===== src/rtl/axis_frame_source.sv =====
// AXI-Stream producer: packs a free-running sample strobe into fixed-length frames
// with TLAST, buffered by a small first-word-fall-through FIFO that drops on overflow.
module axis_frame_source #(
  parameter int FRAME_LEN  = 256,
  parameter int FIFO_DEPTH = 16,
  parameter int CNT_W      = 16
) (
  input  logic             ACLK,
  input  logic             ARESET,
  input  logic             EN,
  input  logic [31:0]      SAMPLE_DATA,
  input  logic             SAMPLE_VALID,
  output logic [31:0]      M_AXIS_TDATA,
  output logic [3:0]       M_AXIS_TKEEP,
  output logic             M_AXIS_TLAST,
  output logic             M_AXIS_TVALID,
  input  logic             M_AXIS_TREADY,
  output logic             OVERFLOW,
  output logic [CNT_W-1:0] DROP_COUNT
);

  localparam int PTR_W  = (FIFO_DEPTH > 1) ? $clog2(FIFO_DEPTH) : 1;
  localparam int LVL_W  = PTR_W + 1;
  localparam int WCNT_W = (FRAME_LEN > 1) ? $clog2(FRAME_LEN) : 1;
  localparam logic [LVL_W-1:0]  DEPTH_L   = LVL_W'(FIFO_DEPTH);
  localparam logic [WCNT_W-1:0] LAST_WORD = WCNT_W'(FRAME_LEN - 1);

  logic [32:0]       storage_q [FIFO_DEPTH];
  logic [PTR_W-1:0]  wrPtr_q, wrPtr_d;
  logic [PTR_W-1:0]  rdPtr_q, rdPtr_d;
  logic [LVL_W-1:0]  level_q, level_d;
  logic [WCNT_W-1:0] wordCnt_q, wordCnt_d;
  logic              overflow_q, overflow_d;
  logic [CNT_W-1:0]  dropCnt_q, dropCnt_d;

  logic full;
  logic pop;
  logic candidate;
  logic push;
  logic drop;
  logic lastWord;

  assign full          = (level_q == DEPTH_L);
  assign M_AXIS_TVALID = (level_q != '0);
  assign pop           = M_AXIS_TVALID & M_AXIS_TREADY;
  // EN only matters between frames; a started frame always runs to completion.
  assign candidate     = SAMPLE_VALID & ~((wordCnt_q == '0) & ~EN);
  assign push          = candidate & (~full | pop);
  assign drop          = candidate & full & ~pop;
  assign lastWord      = (wordCnt_q == LAST_WORD);

  assign {M_AXIS_TLAST, M_AXIS_TDATA} = storage_q[rdPtr_q];
  assign M_AXIS_TKEEP = 4'hF;
  assign OVERFLOW     = overflow_q;
  assign DROP_COUNT   = dropCnt_q;

  always_comb begin
    wrPtr_d    = wrPtr_q;
    rdPtr_d    = rdPtr_q;
    level_d    = level_q;
    wordCnt_d  = wordCnt_q;
    overflow_d = overflow_q;
    dropCnt_d  = dropCnt_q;

    if (push) begin
      wrPtr_d   = wrPtr_q + 1'b1;
      wordCnt_d = lastWord ? '0 : wordCnt_q + 1'b1;
    end
    if (pop) begin
      rdPtr_d = rdPtr_q + 1'b1;
    end

    unique case ({push, pop})
      2'b10:   level_d = level_q + 1'b1;
      2'b01:   level_d = level_q - 1'b1;
      default: level_d = level_q;
    endcase

    // A dropped sample leaves the word counter alone so frames keep their length.
    if (drop) begin
      overflow_d = 1'b1;
      if (dropCnt_q != '1) begin
        dropCnt_d = dropCnt_q + 1'b1;
      end
    end
  end

  always_ff @(posedge ACLK) begin
    if (ARESET) begin
      wrPtr_q    <= '0;
      rdPtr_q    <= '0;
      level_q    <= '0;
      wordCnt_q  <= '0;
      overflow_q <= 1'b0;
      dropCnt_q  <= '0;
    end else begin
      wrPtr_q    <= wrPtr_d;
      rdPtr_q    <= rdPtr_d;
      level_q    <= level_d;
      wordCnt_q  <= wordCnt_d;
      overflow_q <= overflow_d;
      dropCnt_q  <= dropCnt_d;
    end
  end

  always_ff @(posedge ACLK) begin
    if (push) begin
      storage_q[wrPtr_q] <= {lastWord, SAMPLE_DATA};
    end
  end

endmodule


===== config.mk =====
export PLATFORM = sky130hd
export DESIGN_NAME = axis_frame_source
export DESIGN_NICKNAME = d
export VERILOG_FILES = /design/src/rtl/axis_frame_source.sv
export SDC_FILE = /design/constraint.sdc
export NUM_CORES = 1
export LEC_CHECK = 0
export CAP_MARGIN = 20
export CELL_PAD_IN_SITES_DETAIL_PLACEMENT = 0
export CELL_PAD_IN_SITES_GLOBAL_PLACEMENT = 1
export CORE_ASPECT_RATIO = 0.75
export CORE_UTILIZATION = 48
export DETAILED_ROUTE_END_ITERATION = 12
export GPL_TIMING_DRIVEN = 0
export PLACE_DENSITY = 0.72
export SETUP_SLACK_MARGIN = 0.15
export SLEW_MARGIN = 25
export SYNTH_ARGS = -nofsm -noshare
export SYNTH_HDL_FRONTEND = slang
export SYNTH_SLANG_ARGS = --single-unit

===== constraint.sdc =====
create_clock -name ACLK -period 4.8 [get_ports ACLK]
set_input_delay 0.96 -clock ACLK [delete_from_list [all_inputs] [get_ports ACLK]]
set_output_delay 0.96 -clock ACLK [all_outputs]
set_load 0.01 [all_outputs]

==> reports/results.ini <==
[grt]
antenna_found_initial=1
grt_pass1_vias=11040
grt_pass1_wl_um=71660
grt.overflow.total=0
track_usage_pct=21.20
grt_max_degree=19

[pwr]
p_per_area_mw_per_mm2=458.0
leakagePower_nw=8.234
ir_worst_vdd_mv=0.3414

[synthesis]
ys.flop_type=edfxtp_1
synth_edf_count=528
synth-seq-cells=570
yosysWarnings=0
netlist_area_mm2=0.02197
synth_area_leader_cell=edfxtp_1
seq_area_frac_synth_pct=76.00
avgSynthCellArea_um2=22.19
synth_top_area_share_pct=72.17
synth.area.top_cells=edfxtp_1, mux4_2, dfxtp_1
yosys.cell_types.count=47
async_flop_share_pct=0
synthCells=990

[setup_path]
critical_path_class=reg2out
critPathRequiredTime_ns=3.84
worstPathArrival_ns=3.51
critPathCaptureType=primary output
start_kind=flop
crit_fanout=10

[detailed_routing]
drt_iter0_markers=1032
remaining_drc_errors=0
viasPerCell=5.836
num_vias=10580
ant_nets=0
drt-total-wl_um=48470
drtPass1Iterations=5
wl_per_cell_um=26.73

[run_status]
status=completed

[cts]
numCtsBuffers=54
postCtsHoldBufs=0
post_cts_buffers=0
clock_sinks=570
clock_path_buffers=3
cts-htree-levels=2
clock_latency_ns=0.59
cts_tree=done
clk_pin_slew_ns=0.06
clockRootBuffer=clkbuf_16

[floorplan]
die_w_um=249.0
die-area_mm2=0.04664
num_rows=67
ioPinCount=92
core_mm2=0.04493
initial_utilization_pct=48.89
fp.dieH_um=187.3

[placed_design]
post-place-ws_ns=0.4117
placed_cell_area_mm2=0.02453
dp_hpwl_um=31160
gp_congestion=0.7311
port_buffers=87

[min_path]
worst_hold_path_type=reg2reg

[sta]
worst_slew_pin_slew_ns=1.034
fin_crit_ns=4.473
fin_skew_ns=0.01471
finalCritPeriodShare_pct=93.18
hold_viol=0
rsz0062_at_grt=no
setup_ws_ns=0.3274
setup_viol=0
fmax_ghz=0.2236
drv_slew=0
slew_headroom_pct=31.08

[cells_and_area]
postLayoutCellArea_mm2=0.02633
antenna_cells=0
n_fill_cell=3231
nets=1230
layout_commonest_cell=edfxtp_1
final_cell_mix=edfxtp_1, mux4_2, clkdlybuf4s50_1, clkbuf_16, dfxtp_1
drive_gt1_share_pct=28.52
multi_input_area_mm2=0.005147
syn2layout_area_growth_pct=19.87
register_area_mm2=0.01670

[flow_run]
maxCapViolCount=0

## path summary, 6_finish.rpt
kind | startpoint | to | slack (ns) | depth (start not counted)
max | flop | M_AXIS_TDATA[17] | 0.33 | 6
min | OVERFLOW$_SDFFE_PP0P_ | OVERFLOW$_SDFFE_PP0P_ | 0.47 | 2
max reg2reg | wordCnt_q[0]$_SDFFE_PP0P_ | storage_q[2][20]$_DFFE_PP_ | 1.21 | 9
min reg2reg | OVERFLOW$_SDFFE_PP0P_ | OVERFLOW$_SDFFE_PP0P_ | 0.47 | 2
## synth_stat cells, types with 2 or more instances
cell type	count
nor4_2	2
nor2_1	53
buf_2	10
and3_1	5
mux2i_1	7
xor2_1	10
inv_1	6
a31oi_1	2
nand3_1	8
nand2b_1	4
a22oi_1	2
a21o_1	3
buf_4	5
mux4_2	165
dfxtp_1	42
a21oi_1	8
clkbuf_1	32
buf_1	5
ha_1	10
or3_1	2
and4_1	3
nor2b_1	9
nand2_1	14
o21a_1	2
nor3_1	8
edfxtp_1	528
mux2_1	6
a311oi_1	2
xnor2_1	9
o21ai_0	2
nand4b_1	3
nand4_1	8
## kinds of logic (layout without fill, tap and decap cells)
group | count (synthesis) | in the layout | share of synthesized area (%)
AOI/OAI and AO/OA | 29 | 29 | 1.037
xor gates and xnor gates | 19 | 19 | 0.7575
adders and majority gates | 10 | 10 | 0.5695
buffers and inverters | 58 | 292 | 1.133
DFF | 570 | 570 | 76.00
muxes | 179 | 179 | 17.59
other | 1 | 4 | 0.01707
and+or+nand+nor | 124 | 124 | 2.893
## registers in the layout, indices dropped and copies added, names as in the netlist, named ones only
name        cells
level_q         5
wordCnt_q       8
rdPtr_q         4
DROP_COUNT     16
OVERFLOW        1
wrPtr_q         4
storage_q     528
## through the flow
step,setup TNS (ns),hold slack (ns),utilization (%),power (mW),std cells
after floorplan,0,0.4647,-,7.093,993
after global placement,-1159.01,0.4601,52.49,7.872,1666
after detailed placement,0,0.4630,54.59,7.917,1713
after CTS,0,0.4770,58.59,12.16,1813
after global routing,0,0.5175,58.61,12.47,1813
final,0,0.4701,58.61,12.06,1813
## worst max-delay path, cell delays in order, from the launching register on
cell and delay, ns:
dfxtp_1 0.31, clkbuf_1 0.31, clkbuf_2 0.35, clkbuf_4 0.39
mux4_2 0.55, mux4_2 0.51, clkdlybuf4s50_1 0.50
## report_power, final
group / total (mW) / internal [mW] / switching, mW
clock network: 4.26 / 2.44 / 1.82
logic: 2.23 / 1.17 / 1.06
registers: 5.57 / 5.52 / 0.0454
total: 12.1 / 9.13 / 2.93
## layout make-up
cell class / instances / share of cell area [%]
multi-input combinational: 365 / 19.55
sequential: 570 / 63.40
timing repair buffer: 134 / 6.457
inverter: 6 / 0.08552
clock buffer: 69 / 5.459
tap: 586 / 2.784
buffer: 52 / 1.045
clock inverter: 31 / 1.221
## timing repair
action / 4_1_cts / 5_1_grt
endpoints found under the setup margin: 33 / 12
endpoints found under the hold margin: 0 / 0
pin swaps: 0 / 0
gates resized for setup: 18 / 2
## layer usage
layer | routed length [µm] | up-vias | track usage, %
met4 | 750 | 2 | 4.796
met1 | 21910 | 5605 | 31.70
met2 | 22670 | 372 | 32.85
met5 | 13 | - | 0
met3 | 3122 | 60 | 3.799
li1 | - | 4541 | -
No activity file was read; power rests on OpenSTA's default activity.
